`src/rtl/decode_pkg.sv`:
```
// Shared RV32 decode constants: opcode values and instruction field positions.
package decode_pkg;

    localparam int INSTR_W = 32;
    localparam int OPC_LSB = 0;
    localparam int OPC_W   = 7;
    localparam int RD_LSB  = 7;
    localparam int RS1_LSB = 15;
    localparam int RS2_LSB = 20;

    typedef logic [OPC_W-1:0] opcode_t;

    localparam opcode_t OP_STORE  = 7'b0100011;
    localparam opcode_t OP_BRANCH = 7'b1100011;

    // Stores and branches are the only RV32 base opcodes without a destination.
    function automatic logic opcode_writes_rd(input opcode_t opc);
        return !((opc == OP_STORE) || (opc == OP_BRANCH));
    endfunction

endpackage

```
`src/rtl/decode_pipe_if.sv`:
```
// Instruction-in / decoded-out handshake bundle for decode_pipe.
interface decode_pipe_if
    import decode_pkg::*;
#(
    parameter int XLEN = 32,
    parameter int NREG = 32
);
    localparam int AW = $clog2(NREG);

    logic               in_valid;
    logic [INSTR_W-1:0] in_instr;
    logic               in_ready;

    logic               out_valid;
    logic               out_ready;
    logic [INSTR_W-1:0] out_instr;
    logic [XLEN-1:0]    out_rs1;
    logic [XLEN-1:0]    out_rs2;
    logic [AW-1:0]      out_rd;
    logic               out_rd_we;

    modport master (
        output in_valid, in_instr, out_ready,
        input  in_ready, out_valid, out_instr, out_rs1, out_rs2, out_rd, out_rd_we
    );

    modport slave (
        input  in_valid, in_instr, out_ready,
        output in_ready, out_valid, out_instr, out_rs1, out_rs2, out_rd, out_rd_we
    );

endinterface

```
`src/rtl/decode_pipe_regfile_mp.sv`:
```
// Register file: NREG x XLEN, two asynchronous read ports, one synchronous
// write port, x0 hard-wired to zero, flattened image for simulation visibility.
module regfile_mp #(
    parameter int XLEN = 32,
    parameter int NREG = 32
) (
    input  logic                     clk,
    input  logic                     rst,
    input  logic                     we,
    input  logic [$clog2(NREG)-1:0]  waddr,
    input  logic [XLEN-1:0]          wdata,
    input  logic [$clog2(NREG)-1:0]  raddr1,
    output logic [XLEN-1:0]          rdata1,
    input  logic [$clog2(NREG)-1:0]  raddr2,
    output logic [XLEN-1:0]          rdata2,
    output logic [XLEN*NREG-1:0]     image
);
    localparam int AW = $clog2(NREG);

    logic [NREG-1:0][XLEN-1:0] regs_reg;
    logic [NREG-1:0]           wsel;

    // Entry 0 never gets a write select, so it stays at its reset value of zero.
    assign wsel[0] = 1'b0;
    for (genvar gi = 1; gi < NREG; gi++) begin : g_wsel
        assign wsel[gi] = we && (waddr == AW'(gi));
    end

    always_ff @(posedge clk or negedge rst) begin
        if (!rst) begin
            regs_reg <= '0;
        end else begin
            for (int i = 1; i < NREG; i++) begin
                if (wsel[i]) begin
                    regs_reg[i] <= wdata;
                end
            end
        end
    end

    assign rdata1 = regs_reg[raddr1];
    assign rdata2 = regs_reg[raddr2];
    assign image  = regs_reg;

endmodule

```
`src/rtl/decode_pipe.sv`:
```
// Decode stage: field extraction, operand read, scoreboard interlock, 1-deep output.
// Optional same-cycle writeback bypass enabled by macro DECODE_PIPE_BYPASS_EN.
module decode_pipe
    import decode_pkg::*;
#(
    parameter int XLEN = 32,
    parameter int NREG = 32
) (
    input  logic                    clk,
    input  logic                    rst,
    decode_pipe_if.slave            bus,
    input  logic                    flush,
    input  logic                    wb_en,
    input  logic [$clog2(NREG)-1:0] wb_rd,
    input  logic [XLEN-1:0]         wb_data,
    output logic [XLEN*NREG-1:0]    regfile_for_simulator
);
    localparam int AW = $clog2(NREG);

    logic [AW-1:0]      rs1_idx, rs2_idx, rd_idx;
    logic               rd_we_dec;
    logic [XLEN-1:0]    rf_rd1, rf_rd2, src1, src2;
    logic               haz1, haz2, accept;
    logic [NREG-1:0]    pend_reg, pend_next;

    logic               out_valid_reg;
    logic [INSTR_W-1:0] out_instr_reg;
    logic [XLEN-1:0]    out_rs1_reg, out_rs2_reg;
    logic [AW-1:0]      out_rd_reg;
    logic               out_rd_we_reg;

    assign rs1_idx   = bus.in_instr[RS1_LSB +: AW];
    assign rs2_idx   = bus.in_instr[RS2_LSB +: AW];
    assign rd_idx    = bus.in_instr[RD_LSB +: AW];
    assign rd_we_dec = opcode_writes_rd(bus.in_instr[OPC_LSB +: OPC_W]) && (rd_idx != '0);

    regfile_mp #(.XLEN(XLEN), .NREG(NREG)) u_regfile (
        .clk    (clk),
        .rst    (rst),
        .we     (wb_en),
        .waddr  (wb_rd),
        .wdata  (wb_data),
        .raddr1 (rs1_idx),
        .rdata1 (rf_rd1),
        .raddr2 (rs2_idx),
        .rdata2 (rf_rd2),
        .image  (regfile_for_simulator)
    );

`ifdef DECODE_PIPE_BYPASS_EN
    logic byp1, byp2;
    assign byp1 = wb_en && (wb_rd == rs1_idx) && (rs1_idx != '0);
    assign byp2 = wb_en && (wb_rd == rs2_idx) && (rs2_idx != '0);
    assign src1 = byp1 ? wb_data : rf_rd1;
    assign src2 = byp2 ? wb_data : rf_rd2;
    assign haz1 = pend_reg[rs1_idx] && !byp1;
    assign haz2 = pend_reg[rs2_idx] && !byp2;
`else
    // Without forwarding a pending source stays blocked until the write has landed.
    assign src1 = rf_rd1;
    assign src2 = rf_rd2;
    assign haz1 = pend_reg[rs1_idx];
    assign haz2 = pend_reg[rs2_idx];
`endif

    assign bus.in_ready = (!out_valid_reg || bus.out_ready) && !haz1 && !haz2 && !flush;
    assign accept       = bus.in_valid && bus.in_ready;

    // A new issue to a register outranks a same-cycle writeback clearing it.
    assign pend_next[0] = 1'b0;
    for (genvar gi = 1; gi < NREG; gi++) begin : g_pend
        assign pend_next[gi] = !flush &&
            ((accept && rd_we_dec && (rd_idx == AW'(gi))) ||
             (pend_reg[gi] && !(wb_en && (wb_rd == AW'(gi)))));
    end

    always_ff @(posedge clk or negedge rst) begin
        if (!rst) begin
            pend_reg      <= '0;
            out_valid_reg <= 1'b0;
            out_instr_reg <= '0;
            out_rs1_reg   <= '0;
            out_rs2_reg   <= '0;
            out_rd_reg    <= '0;
            out_rd_we_reg <= 1'b0;
        end else begin
            pend_reg <= pend_next;
            if (flush) begin
                out_valid_reg <= 1'b0;
            end else if (accept) begin
                out_valid_reg <= 1'b1;
                out_instr_reg <= bus.in_instr;
                out_rs1_reg   <= src1;
                out_rs2_reg   <= src2;
                out_rd_reg    <= rd_idx;
                out_rd_we_reg <= rd_we_dec;
            end else if (bus.out_ready) begin
                out_valid_reg <= 1'b0;
            end
        end
    end

    assign bus.out_valid = out_valid_reg;
    assign bus.out_instr = out_instr_reg;
    assign bus.out_rs1   = out_rs1_reg;
    assign bus.out_rs2   = out_rs2_reg;
    assign bus.out_rd    = out_rd_reg;
    assign bus.out_rd_we = out_rd_we_reg;

endmodule

```
`src/flat_wrapper.sv`:
```
// flat-port wrapper written by rule: the top's interface ports become plain ports
module decode_pipe_flat import decode_pkg::*;
#(
    parameter int XLEN = 32,
    parameter int NREG = 32
)
  (clk, rst, flush, wb_en, wb_rd, wb_data, regfile_for_simulator, bus_in_valid, bus_in_instr, bus_out_ready, bus_in_ready, bus_out_valid, bus_out_instr, bus_out_rs1, bus_out_rs2, bus_out_rd, bus_out_rd_we);
  decode_pipe_if #(.XLEN(XLEN), .NREG(NREG)) bus_i ();
  input  logic clk;
  input  logic rst;
  input  logic flush;
  input  logic wb_en;
  input  logic [$clog2(NREG)-1:0] wb_rd;
  input  logic [XLEN-1:0] wb_data;
  output logic [XLEN*NREG-1:0] regfile_for_simulator;
  input wire logic [$bits(bus_i.in_valid)-1:0] bus_in_valid;
  input wire logic [$bits(bus_i.in_instr)-1:0] bus_in_instr;
  input wire logic [$bits(bus_i.out_ready)-1:0] bus_out_ready;
  output wire logic [$bits(bus_i.in_ready)-1:0] bus_in_ready;
  output wire logic [$bits(bus_i.out_valid)-1:0] bus_out_valid;
  output wire logic [$bits(bus_i.out_instr)-1:0] bus_out_instr;
  output wire logic [$bits(bus_i.out_rs1)-1:0] bus_out_rs1;
  output wire logic [$bits(bus_i.out_rs2)-1:0] bus_out_rs2;
  output wire logic [$bits(bus_i.out_rd)-1:0] bus_out_rd;
  output wire logic [$bits(bus_i.out_rd_we)-1:0] bus_out_rd_we;
  assign bus_i.in_valid = bus_in_valid;
  assign bus_i.in_instr = bus_in_instr;
  assign bus_i.out_ready = bus_out_ready;
  assign bus_in_ready = bus_i.in_ready;
  assign bus_out_valid = bus_i.out_valid;
  assign bus_out_instr = bus_i.out_instr;
  assign bus_out_rs1 = bus_i.out_rs1;
  assign bus_out_rs2 = bus_i.out_rs2;
  assign bus_out_rd = bus_i.out_rd;
  assign bus_out_rd_we = bus_i.out_rd_we;
  decode_pipe #(.XLEN(XLEN), .NREG(NREG)) u_core (.clk(clk), .rst(rst), .bus(bus_i), .flush(flush), .wb_en(wb_en), .wb_rd(wb_rd), .wb_data(wb_data), .regfile_for_simulator(regfile_for_simulator));
endmodule
```
`config.mk`:
```
export PLATFORM = sky130hd
export DESIGN_NAME = decode_pipe_flat
export DESIGN_NICKNAME = d
export VERILOG_FILES = /design/src/rtl/decode_pkg.sv /design/src/rtl/decode_pipe_if.sv /design/src/rtl/decode_pipe_regfile_mp.sv /design/src/rtl/decode_pipe.sv /design/src/flat_wrapper.sv
export SDC_FILE = /design/constraint.sdc
export NUM_CORES = 2
export LEC_CHECK = 0
export BUFFER_PORTS_ARGS = -buffer_cell sky130_fd_sc_hd__buf_2
export CAP_MARGIN = 20
export CORE_AREA = 3 3 461 463
export CTS_BUF_LIST = sky130_fd_sc_hd__clkbuf_2 sky130_fd_sc_hd__clkbuf_4 sky130_fd_sc_hd__clkbuf_8
export CTS_CLUSTER_SIZE = 25
export DETAILED_ROUTE_END_ITERATION = 6
export DIE_AREA = 0 0 464 466
export RECOVER_POWER = 100
export SYNTH_ARGS = -nofsm -noshare
export SYNTH_HDL_FRONTEND = slang
export SYNTH_SLANG_ARGS = --single-unit
```
`constraint.sdc`:
```
create_clock -name clk -period 3.1 [get_ports clk]
set_input_delay 0.465 -clock clk [delete_from_list [all_inputs] [get_ports clk]]
set_output_delay 0.465 -clock clk [all_outputs]
set_load 0.02 [all_outputs]
```
==> impl_metrics.py <==
metrics = {
    "placement": {
        "pre_cts_ws_ps": -10.2,
        "gp_congestion": 0.969,
        "dpl_cell_area_um2": 69400,
        "dpl.cell_count": 7834,
        "portBuffers": 1170,
        "hpwl_mm": 227,
    },
    "floorplanning": {
        "dieHeight_um": 466,
        "dieArea_um2": 216000,
        "design.core.area_um2": 209000,
        "rows": 168,
        "dieWidth_um": 464,
        "initial_core_util_pct": 27.9,
        "num_io_pins": 1203,
    },
    "job": {
        "maxCapViolCount": 24,
    },
    "drt": {
        "first_pass_iters": 6,
        "drc": 0,
        "vias_per_cell": 5.70,
        "wl_per_cell_um": 37.6,
        "vias": 46900,
        "drt_iter0_drc": 4800,
        "drt-total-wl_mm": 310,
        "ant_nets": 0,
    },
    "finish": {
        "largest_reg_flops": 992,
        "fin_nets": 5341,
        "layout_commonest_cell": "mux2_2",
        "syn2layout_area_growth_pct": 23.2,
        "layout-drive-gt1-share_pct": 43.9,
        "final_cell_mix": "1,230 x mux2_2, 1,147 x clkbuf_1, 1,121 x dfrtp_1",
        "layout.cells.non_filler": 8233,
        "design_area_um2": 71900,
        "fillers": 21100,
    },
    "worst_setup_path": {
        "cp.required_ps": 2630,
        "rr_endpoint": "u_core.bus.out_rs2[4]$_DFFE_PN0P_",
        "end_kind": "output port",
        "r2r_start": "u_core.pend_reg[9]$_DFF_PN0_",
        "worstPathMaxFanout": 2,
        "cp.arrival_ps": 2710,
        "rrSetupSlack_ps": -40,
        "ff2ff_path_depth": 10,
        "crit_type": "reg -> out",
        "cp-start-kind": "flip-flop",
    },
    "sta": {
        "relSlewSlack_pct": -63.9,
        "finalWorstSetupSlack_ps": -78.9,
        "drv_slew": 480,
        "hold_viol": 0,
        "post-route-period-util_pct": 103,
        "fin_setup_tns_ps": -433,
        "max_freq_mhz": 315,
        "finalCriticalPeriod_ps": 3180,
        "worst_pin_slew_ps": 2460,
        "fin_worst_skew_ps": 94.8,
        "rsz0062_at_grt": "yes",
        "setup-violations-final": 15,
    },
    "synth": {
        "syn-cell-area_um2": 58400,
        "ys_ff_latch": 1121,
        "synthArstFlopShare_pct": 100,
        "synth-edff-count": 0,
        "ys.flop_type": "dfrtp_1",
        "post_synth.cell_area_avg_um2": 14.6,
        "yosys.cell_types.count": 46,
        "synthCells": 3996,
        "yosysWarnings": 32,
        "ys_seq_area_share_pct": 48.1,
    },
    "clocking": {
        "path_clk_slew_ps": 70,
        "cts_buffer_depth": 3,
        "clkLatencyLatePin_ps": 960,
        "cts-root-buf": "clkbuf_8",
        "cts_tree": "built",
        "cts_sinks": 1121,
        "htree_levels": 4,
        "numCtsBuffers": 202,
    },
    "worst_hold_path": {
        "hold_class": "in -> reg",
        "hold_path_startpoint": "wb_data[20]",
        "min_to": "u_core.u_regfile.image[148]$_DFFE_PN0P_",
        "hold_path_depth": 2,
    },
    "global_route": {
        "grt_use_total_pct": 27.8,
        "grt_pass1_wl_mm": 418,
        "antenna_found_initial": 29,
        "grt_pass1_vias": 46900,
        "grt_overflow": 0,
        "grt_max_degree": 132,
    },
    "outcome": {
        "status": "complete, but fails checks",
        "violations": "max-capacitance violations, max-slew violations, negative setup slack",
    },
    "power_and_ir_drop": {
        "peakVddDrop_uv": 485,
        "p_leak_nw": 30.1,
        "power_density_nw_per_um2": 749,
        "finalPower_w": 0.0538,
    },
}
power breakdown:
part	internal [W]	leakage, nW	total, W	switching, W
sequential	0.0176	14.3	0.0213	0.00366
clock	0.00879	2.37	0.0156	0.00686
combinational	0.00636	13.4	0.0169	0.0105
through the flow:
stage	util, %	hold WS (ps)
2_1_floorplan	-	169
3_3_place_gp	33.2	482
3_5_place_dp	33.2	478
4_1_cts	35.5	17.1
5_1_grt	34.4	89.7
6_report	34.4	161
worst max-delay path by stage:
stage	slack (ps)	start	to	depth (start not counted)
floorplan	410	bus_in_instr[21]	bus_in_ready	9
global placement	-60	bus_in_instr[16]	u_core.bus.out_rs1[11]$_DFFE_PN0P_	10
detailed placement	-10	bus_in_instr[16]	u_core.bus.out_rs1[11]$_DFFE_PN0P_	10
CTS	-180	u_core.pend_reg[29]$_DFF_PN0_	bus_in_ready	7
global route	-240	u_core.pend_reg[29]$_DFF_PN0_	bus_in_ready	7
finish	-80	u_core.pend_reg[31]$_DFF_PN0_	bus_in_ready	7
final cells by class:
class                   count  area, µm²  share of cell area, %
repair buffers           1495       7310                   10.2
well taps                2805       3510                   4.88
clock buffers             309       3900                   5.43
multi-input cells        2431      28500                   39.6
inverters                  15       57.6                 0.0800
diodes                      8       20.0                 0.0278
clock inverters            49        577                  0.802
flip-flops and latches   1121      28100                   39.0
cell usage after synthesis, types with 31 or more instances:
library cell / number / area share [%]
clkbuf_1: 272 / 1.7
dfrtp_1: 1121 / 48
a22oi_1: 34 / 0.44
buf_4: 42 / 0.54
o22ai_1: 159 / 1.7
mux4_2: 428 / 17
buf_1: 42 / 0.27
nand2_1: 96 / 0.62
mux2_2: 1231 / 24
a221oi_1: 31 / 0.47
a211oi_1: 64 / 0.82
o21ai_0: 77 / 0.66
nor3_1: 72 / 0.62
mux2i_1: 37 / 0.63
buf_2: 101 / 0.87
logic make-up (layout without fill, tap and decap cells):
kind of cell / Yosys count / count (layout) / share of synthesized area, %
other: 1 / 40 / 0.00642
buffers and inverters: 475 / 1868 / 3.58
multiplexers: 1714 / 1714 / 41.3
AND/OR/NAND/NOR: 286 / 286 / 2.45
AO/OA/AOI/OAI: 399 / 399 / 4.60
flip-flops: 1121 / 1121 / 48.1
routing by layer:
layer  global-route usage (%)  vias up  routed length [µm]
li1                         -    18000                   -
met1                     35.0    24900              119000
met2                     42.4     3225              136000
met3                     9.77      746               35200
met4                     13.9       10               19100
met5                        0        -                  92
critical path, cell delays in order (launching register included):
cell      delay [ps]
dfrtp_1          390
mux4_2           470
and3_1           190
a31o_1           200
o211ai_2         200
o21ai_2          120
inv_1            100
buf_6            120
repair_timing:
item | 4_1_cts | 5_1_grt
hold endpoints to repair | 182 | 0
resized for setup | 3 | 1
buffers inserted | 5 | 1
setup endpoints to repair | 1 | 2
hold buffers | 27 | 0
pin swaps | 2 | 1
cloned | 0 | 0
Note: power is estimated with default switching activity, not from simulation.
